<file path="src/rtl/load_resp_if.sv">
// load_resp_if: load request, dcache and writeback signals of load_resp_unit.
// When LOAD_MISALIGN_CHECK_EN is defined the ld_misaligned flag is added.
// slave is the unit's view; master is the view of whatever drives the loads
// and models the dcache.
interface load_resp_if;
  logic        ld_valid;
  logic        ld_ready;
  logic [31:0] ld_addr;
  logic [2:0]  ld_funct3;
  logic [4:0]  ld_rd;
  logic        dcache_re;
  logic [31:0] dcache_addr;
  logic        dcache_stall;
  logic [31:0] dcache_dout;
  logic        wb_valid;
  logic [4:0]  wb_rd;
  logic [31:0] wb_data;
`ifdef LOAD_MISALIGN_CHECK_EN
  logic        ld_misaligned;

  modport master (
    output ld_valid, ld_addr, ld_funct3, ld_rd, dcache_stall, dcache_dout,
    input  ld_ready, dcache_re, dcache_addr, wb_valid, wb_rd, wb_data, ld_misaligned
  );

  modport slave (
    input  ld_valid, ld_addr, ld_funct3, ld_rd, dcache_stall, dcache_dout,
    output ld_ready, dcache_re, dcache_addr, wb_valid, wb_rd, wb_data, ld_misaligned
  );
`else
  modport master (
    output ld_valid, ld_addr, ld_funct3, ld_rd, dcache_stall, dcache_dout,
    input  ld_ready, dcache_re, dcache_addr, wb_valid, wb_rd, wb_data
  );

  modport slave (
    input  ld_valid, ld_addr, ld_funct3, ld_rd, dcache_stall, dcache_dout,
    output ld_ready, dcache_re, dcache_addr, wb_valid, wb_rd, wb_data
  );
`endif
endinterface

</file>
<file path="src/rtl/load_resp_unit.sv">
// load_resp_unit: single-outstanding load unit. Accepts one load, reads the
// word from the dcache, extracts/extends the addressed byte/half/word and
// emits a one-cycle writeback strobe.
// Optional feature macro: LOAD_MISALIGN_CHECK_EN (alignment check on accept,
// misaligned loads bypass the dcache and raise ld_misaligned in WB).
//
// state | meaning
// IDLE  | ready for a new load
// REQ   | dcache read request driven, waiting for it to be taken
// RESP  | waiting for read data, address held
// WB    | one-cycle writeback (or misalignment report)
module load_resp_unit (
  input logic        clk,
  input logic        rst,
  load_resp_if.slave bus
);

  localparam logic [1:0] IDLE = 2'd0;
  localparam logic [1:0] REQ  = 2'd1;
  localparam logic [1:0] RESP = 2'd2;
  localparam logic [1:0] WB   = 2'd3;

  logic [1:0]  state;
  logic [1:0]  off_q;
  logic [2:0]  funct3_q;
  logic [4:0]  rd_q;
  logic [31:0] dcache_addr_q;
  logic [31:0] wb_data_q;
  logic [4:0]  wb_rd_q;
  logic        misalign_q;
  logic        misalign_in;
  logic [7:0]  byte_sel;
  logic [15:0] half_sel;
  logic [31:0] load_data;

`ifdef LOAD_MISALIGN_CHECK_EN
  // Alignment of the incoming request; unknown funct3 codes behave as LW.
  always_comb begin
    misalign_in = 1'b0;
    case (bus.ld_funct3)
      3'b000, 3'b100: misalign_in = 1'b0;
      3'b001, 3'b101: misalign_in = bus.ld_addr[0];
      default:        misalign_in = |bus.ld_addr[1:0];
    endcase
  end
`else
  assign misalign_in = 1'b0;
`endif

  // Select and extend the addressed field of the returned word.
  always_comb begin
    byte_sel  = bus.dcache_dout[7:0];
    half_sel  = bus.dcache_dout[15:0];
    load_data = bus.dcache_dout;
    case (off_q)
      2'd1:    byte_sel = bus.dcache_dout[15:8];
      2'd2:    byte_sel = bus.dcache_dout[23:16];
      2'd3:    byte_sel = bus.dcache_dout[31:24];
      default: byte_sel = bus.dcache_dout[7:0];
    endcase
    if (off_q[1]) half_sel = bus.dcache_dout[31:16];
    case (funct3_q)
      3'b000:  load_data = {{24{byte_sel[7]}}, byte_sel};
      3'b100:  load_data = {24'h0, byte_sel};
      3'b001:  load_data = {{16{half_sel[15]}}, half_sel};
      3'b101:  load_data = {16'h0, half_sel};
      default: load_data = bus.dcache_dout;
    endcase
  end

  // Load sequencing; wb_data/wb_rd only change on the RESP->WB transition.
  always_ff @(posedge clk) begin
    if (rst) begin
      state         <= IDLE;
      off_q         <= 2'd0;
      funct3_q      <= 3'd0;
      rd_q          <= 5'd0;
      dcache_addr_q <= 32'h0;
      wb_data_q     <= 32'h0;
      wb_rd_q       <= 5'd0;
      misalign_q    <= 1'b0;
    end else begin
      case (state)
        IDLE: begin
          if (bus.ld_valid) begin
            off_q      <= bus.ld_addr[1:0];
            funct3_q   <= bus.ld_funct3;
            rd_q       <= bus.ld_rd;
            misalign_q <= misalign_in;
            if (misalign_in) begin
              state <= WB;
            end else begin
              dcache_addr_q <= {bus.ld_addr[31:2], 2'b00};
              state         <= REQ;
            end
          end
        end
        REQ: begin
          if (!bus.dcache_stall) state <= RESP;
        end
        RESP: begin
          if (!bus.dcache_stall) begin
            wb_data_q <= load_data;
            wb_rd_q   <= rd_q;
            state     <= WB;
          end
        end
        WB:      state <= IDLE;
        default: state <= IDLE;
      endcase
    end
  end

  assign bus.ld_ready    = (state == IDLE);
  assign bus.dcache_re   = (state == REQ);
  assign bus.dcache_addr = dcache_addr_q;
  assign bus.wb_valid    = (state == WB) && !misalign_q;
  assign bus.wb_rd       = wb_rd_q;
  assign bus.wb_data     = wb_data_q;
`ifdef LOAD_MISALIGN_CHECK_EN
  assign bus.ld_misaligned = (state == WB) && misalign_q;
`endif

endmodule

</file>
<file path="src/flat_wrapper.sv">
// flat-port wrapper written by rule: the top's interface ports become plain ports
module load_resp_unit_flat 
  (clk, rst, bus_ld_valid, bus_ld_addr, bus_ld_funct3, bus_ld_rd, bus_dcache_stall, bus_dcache_dout, bus_ld_ready, bus_dcache_re, bus_dcache_addr, bus_wb_valid, bus_wb_rd, bus_wb_data);
  load_resp_if bus_i ();
  input logic clk;
  input logic rst;
  input wire logic [$bits(bus_i.ld_valid)-1:0] bus_ld_valid;
  input wire logic [$bits(bus_i.ld_addr)-1:0] bus_ld_addr;
  input wire logic [$bits(bus_i.ld_funct3)-1:0] bus_ld_funct3;
  input wire logic [$bits(bus_i.ld_rd)-1:0] bus_ld_rd;
  input wire logic [$bits(bus_i.dcache_stall)-1:0] bus_dcache_stall;
  input wire logic [$bits(bus_i.dcache_dout)-1:0] bus_dcache_dout;
  output wire logic [$bits(bus_i.ld_ready)-1:0] bus_ld_ready;
  output wire logic [$bits(bus_i.dcache_re)-1:0] bus_dcache_re;
  output wire logic [$bits(bus_i.dcache_addr)-1:0] bus_dcache_addr;
  output wire logic [$bits(bus_i.wb_valid)-1:0] bus_wb_valid;
  output wire logic [$bits(bus_i.wb_rd)-1:0] bus_wb_rd;
  output wire logic [$bits(bus_i.wb_data)-1:0] bus_wb_data;
  assign bus_i.ld_valid = bus_ld_valid;
  assign bus_i.ld_addr = bus_ld_addr;
  assign bus_i.ld_funct3 = bus_ld_funct3;
  assign bus_i.ld_rd = bus_ld_rd;
  assign bus_i.dcache_stall = bus_dcache_stall;
  assign bus_i.dcache_dout = bus_dcache_dout;
  assign bus_ld_ready = bus_i.ld_ready;
  assign bus_dcache_re = bus_i.dcache_re;
  assign bus_dcache_addr = bus_i.dcache_addr;
  assign bus_wb_valid = bus_i.wb_valid;
  assign bus_wb_rd = bus_i.wb_rd;
  assign bus_wb_data = bus_i.wb_data;
  load_resp_unit u_core (.clk(clk), .rst(rst), .bus(bus_i));
endmodule
</file>
<file path="config.mk">
export PLATFORM = sky130hd
export DESIGN_NAME = load_resp_unit_flat
export DESIGN_NICKNAME = d
export VERILOG_FILES = /design/src/rtl/load_resp_if.sv /design/src/rtl/load_resp_unit.sv /design/src/flat_wrapper.sv
export SDC_FILE = /design/constraint.sdc
export NUM_CORES = 1
export LEC_CHECK = 0
export BUFFER_PORTS_ARGS = -buffer_cell sky130_fd_sc_hd__buf_2
export CAP_MARGIN = 20
export CORE_ASPECT_RATIO = 1.1
export CORE_MARGIN = 10
export CORE_UTILIZATION = 47
export CTS_CLUSTER_SIZE = 16
export DETAILED_ROUTE_END_ITERATION = 10
export PLACE_DENSITY = 0.89
export SYNTH_ARGS = -nofsm -noshare
export SYNTH_HDL_FRONTEND = slang
export SYNTH_SLANG_ARGS = --single-unit
export TNS_END_PERCENT = 30
</file>
<file path="constraint.sdc">
create_clock -name clk -period 2.2 [get_ports clk]
set_input_delay 0.44 -clock clk [delete_from_list [all_inputs] [get_ports clk]]
set_output_delay 0.44 -clock clk [all_outputs]
set_load 0.03 [all_outputs]
</file>
==> Word-level counts from Yosys, hierarchy flattened <==
Index checks and enable logic that the tools add are counted.
{ "word_totals": {"register_bits": 79, "output_inout_bits": 72, "wordCells": 32} }
{ "classes": {"n_eq_ne": 12, "mux": 7, "bitwise": 1, "n_reduce_logical": 5} }
{ "op_table": {"columns": ["operator", "n"], "rows": [
  ["case mux 32 bit (4 select lines)", 1],
  ["case mux 8 bit (3 select lines)", 1],
  ["2-to-1 mux 16 bit", 1],
  ["equality test 2 bit, second input constant", 4],
  ["case mux 2 bit (4 select lines)", 1],
  ["equality test 3 bit, second input constant", 2],
  ["2-to-1 mux 2 bit", 3],
  ["!= test 2 bit, second input constant", 3],
  ["equality test 2 x 1 -> 1 bit, second input constant", 2],
  ["AND reduction 2 bit", 2],
  ["equality test 3 x 1 -> 1 bit, second input constant", 1],
  ["zero test 3 bit", 1],
  ["AND reduction 3 bit", 1],
  ["zero test 2 bit", 1],
  ["inverter 1 bit", 1]
]} }

==> Depth between registers and ports, before layout <==
{ "depth": {"ltp_word": 3, "depth_mapped": 7, "depth_no_buf": 6} }

==> Worst setup path before layout <==
No wires, ideal clock.
{ "synth_path": {"kind": "register to register", "startpoint": "register u_core.state[0]", "endpoint": "register u_core.dcache_addr_q[17] (netlist: u_core.bus.dcache_addr[17])", "t_arrival_ns": 1.540, "path_slack_ns": 0.589, "path_stages_with_launch": 8, "synth_period_minus_slack_ns": 1.611, "path_cell_list": "dfxtp_1 > inv_1 > ha_1 > and2_1 > clkbuf_1 > buf_1 > nand2_1 > a21oi_1"} }
{ "synth_between": {"elab_chain_cells": 2} }
{ "synth_lines": {"columns": ["item", "line", "text"], "rows": [
  ["start, declared", "load_resp_unit.sv:23", "logic [1:0] state;"],
  ["start signal, assigned", "load_resp_unit.sv:74", "state <= IDLE;"],
  ["start signal, assigned", "load_resp_unit.sv:91", "state <= WB;"],
  ["start signal, assigned", "load_resp_unit.sv:94", "state <= REQ;"],
  ["zero test 2 bit", null, null],
  ["net bus_ld_ready", "flat_wrapper.sv:13", "output wire logic [$bits(bus_i.ld_ready)-1:0] bus_ld_ready;"],
  ["AND reduction 2 bit (no line)", null, null],
  ["end signal, assigned", "load_resp_unit.sv:93", "dcache_addr_q <= {bus.ld_addr[31:2], 2'b00};"],
  ["end, declared", "load_resp_unit.sv:27", "logic [31:0] dcache_addr_q;"]
]} }
The timed path passes the listed nets, and every way through them passes these cells.
A chain may end at the register's enable or synchronous reset.

==> Worst setup path after layout <==
{ "layout_path": {"startpoint": "register u_core.state[0]", "endpoint": "register u_core.wb_data_q[6] (netlist: u_core.bus.wb_data[6])"} }
{ "layout_between": {"elab_chain_cells": 2} }
{ "layout_lines": {"columns": ["item", "line", "text"], "rows": [
  ["equality test 2 bit", "load_resp_unit.sv:83", "case (state)"],
  ["AND reduction 2 bit (no line)", null, null],
  ["end signal, assigned", "load_resp_unit.sv:103", "wb_data_q <= load_data;"],
  ["end, declared", "load_resp_unit.sv:28", "logic [31:0] wb_data_q;"]
]} }
Every way passes these cells.

==> results.cfg <==
[yosys]
yosysUniqueCellTypes = 38
postSynthAreaPerCell_um2 = 7.74
ys_seq_area_frac = 0.460
synth_flop_cell = sky130_fd_sc_hd__dfxtp_1
ys_async_sr_fraction = 0
yosys_warnings = 0
count_of_state_elements_after_synthesis = 79
synthesis.instances = 444
synth-edff-count = 0
syn_area_um2 = 3440

[sta]
maximum_clock_frequency_ghz = 0.540
timing.final.max_slew_violations = 0
timing.setup.tns_ns = 0
setup_repair_after_global_routing_missed_its_margin = false
worstMarginPinSlew_ns = 0.565
setup_viol = 0
report.final.hold_viol_count = 0
slew-limit-headroom = 0.623
min_period_over_period = 0.841
clock-skew-final_ns = 0.00835
layout_min_cycle_time_ns = 1.85
hold-worst-slack_ns = 0.316

[route]
drcViolationCount = 0
detailroute.via_count = 3563
drt-total-wl_um = 11100
firstDrtPassIters = 4
vias_per_cell = 5.36
avgRoutedWirePerCell_um = 16.7
detail_route.iter0.violations = 116
drt.antenna.violating_nets = 0

[cts]
root_buffer_cell = sky130_fd_sc_hd__clkbuf_8
cts.path.max_buffers = 2
clk_pin_slew_worst_setup_hold_paths_ns = 0.08
cts-hold-fix-buffers = 0
tritoncts = done
inserted_clock_buffers = 9
sink_count_of_the_clock_tree = 79
cts_setup_buffers = 0
ctsResizeCount = 0
worstSkewPairLatency_ns = 0.35
ctsHtreeMaxLevel = 3

[power]
p_clk_frac = 0.218
total_leakage_power_nw = 2.01
share_comb_of_total_power = 0.412
p_int_mw = 2.95
total_switching_power_mw = 2.14
power_switching_share = 0.421
peakVddDrop_v = 0.000858
seq_power_share = 0.370
power_density_nw_per_um2 = 1150

[floorplan]
dieWidth_um = 102
die_height_um = 110
fp-row-count = 32
area_of_the_core_region_um2 = 7050
floorplan.die_area_um2 = 11100
initial_core_utilization = 0.488
io-pin-count = 148

[global_routing]
grt_first_pass_wirelength_um = 17600
antenna_found_initial = 1
overall_global_routing_usage = 0.195
first_global_vias = 3729
globalRouteOverflowTotal = 0
grt_max_degree = 55

[critical_path]
timing.critical_path.to_type = flip-flop
timing.critical_path.required_ns = 2.44
path_max_fanout = 9
worstPathArrival_ns = 2.09
startpoint_type = flip-flop
criticalPathCategory = reg2reg

[placed_design]
gp_congestion = 0.948
placedInstanceArea_um2 = 4220
dpl.hpwl_um = 8360
place.port_buffers = 145

[run]
count_of_maximum_capacitance_violations = 0

[cells_and_area]
syn2layout_area_growth_pct = 28.7
layout.cells.most_common = sky130_fd_sc_hd__buf_2
final_nets = 655
fillers = 642
seq_area_um2 = 1580
fin_area_um2 = 4420
most_frequent_cells_in_the_layout = sky130_fd_sc_hd__buf_2 (145), sky130_fd_sc_hd__nand2_1 (122), sky130_fd_sc_hd__dfxtp_1 (79), sky130_fd_sc_hd__a21oi_1 (75), sky130_fd_sc_hd__o21ai_0 (40)
layout_cells_sized_above_1 = 0.312
multi_input_comb_area_um2 = 1660
num_antenna_cells = 0

[min_path]
worstHoldPathType = in2reg

[outcome]
status = completed
[through the flow]
stage | instances | setup slack, ns | power, mW | util
5_1_grt | 665 | 0.163 | 5.41 | 0.628
4_1_cts | 665 | 0.344 | 5.13 | 0.628
3_5_place_dp | 649 | 0.378 | 4.02 | 0.599
2_1_floorplan | 445 | 0.589 | 3.38 | -
3_3_place_gp | 649 | 0.485 | 3.94 | 0.599
6_report | 665 | 0.349 | 5.09 | 0.628
[synth_stat cells (3+ instances only)]
master	n	share of area
sky130_fd_sc_hd__a211o_1	4	0.010
sky130_fd_sc_hd__a21oi_1	75	0.11
sky130_fd_sc_hd__a221oi_2	3	0.013
sky130_fd_sc_hd__and3b_1	5	0.013
sky130_fd_sc_hd__buf_2	6	0.0087
sky130_fd_sc_hd__clkbuf_1	26	0.028
sky130_fd_sc_hd__dfxtp_1	79	0.46
sky130_fd_sc_hd__ha_1	4	0.015
sky130_fd_sc_hd__inv_1	7	0.0076
sky130_fd_sc_hd__mux2i_1	7	0.020
sky130_fd_sc_hd__nand2_1	122	0.13
sky130_fd_sc_hd__nand2b_1	6	0.011
sky130_fd_sc_hd__nand3_1	5	0.0073
sky130_fd_sc_hd__nor2_1	11	0.012
sky130_fd_sc_hd__nor2b_1	8	0.015
sky130_fd_sc_hd__nor3_1	6	0.0087
sky130_fd_sc_hd__o211ai_1	3	0.0066
sky130_fd_sc_hd__o21ai_0	40	0.058
sky130_fd_sc_hd__or3_1	3	0.0055
[cells by family after synthesis]
kind of cell	Yosys count	synth area share
AND/OR/NAND/NOR	174	0.222
flip-flops	79	0.460
other	1	0.00109
adder cells (fa/ha/maj)	4	0.0146
multiplexers	8	0.0269
buffers and inverters	45	0.0579
AO/OA/AOI/OAI	133	0.217
[sequential cells by signal (all words and copies together) (netlist names)]
signal / count
u_core.rd_q: 5
u_core.off_q: 2
u_core.bus.wb_data: 32
u_core.funct3_q: 3
u_core.state: 2
u_core.bus.wb_rd: 5
u_core.bus.dcache_addr: 30
[area by class of cell]
class                      instances  area share
inverter                           7     0.00594
tap                               85      0.0240
multi-input combinational        321       0.376
clock inverter                     6      0.0156
sequential                        79       0.357
clock buffer                      10      0.0311
timing repair buffer             157       0.190
[final timing paths]
| kind | start | endpoint | slack, ns | cells after the start |
|---|---|---|---|---|
| setup reg to reg | u_core.state[0]$_SDFFE_PP0P_ | u_core.bus.wb_data[6]$_SDFFE_PP0P_ | 0.35 | 6 |
| hold reg to reg | u_core.rd_q[3]$_SDFFE_PP0P_ | u_core.bus.wb_rd[3]$_SDFFE_PP0P_ | 0.45 | 2 |
| setup / recovery | u_core.state[0]$_SDFFE_PP0P_ | u_core.bus.wb_data[6]$_SDFFE_PP0P_ | 0.35 | 6 |
| hold / removal | bus_ld_addr[4] | u_core.bus.dcache_addr[4]$_SDFFE_PP0P_ | 0.32 | 3 |
[layer usage]
metal / GRT usage / wire [um] / vias up
met3: 0.0691 / 1190 / 23
met4: 0.0847 / 243 / 2
li1: - / - / 1755
met2: 0.333 / 5350 / 157
met5: 0 / 20 / -
met1: 0.215 / 4320 / 1626
[critical path, stage by stage (launching register included)]
cell and delay [ns]:
sky130_fd_sc_hd__dfxtp_1 0.35, sky130_fd_sc_hd__inv_1 0.11, sky130_fd_sc_hd__ha_1 0.21, sky130_fd_sc_hd__nor2b_2 0.46
sky130_fd_sc_hd__nand2b_1 0.26, sky130_fd_sc_hd__a21oi_1 0.26, sky130_fd_sc_hd__nor3_1 0.09
[power groups by stage]
stage	sequential, mW	clock (mW)	combinational (mW)
floorplan	2.37	0	1.02
global placement	1.90	0	2.04
detailed placement	1.92	0	2.10
CTS	1.89	1.13	2.11
global route	1.92	1.19	2.30
finish	1.89	1.11	2.10
Power figures use the tool's default switching activity.
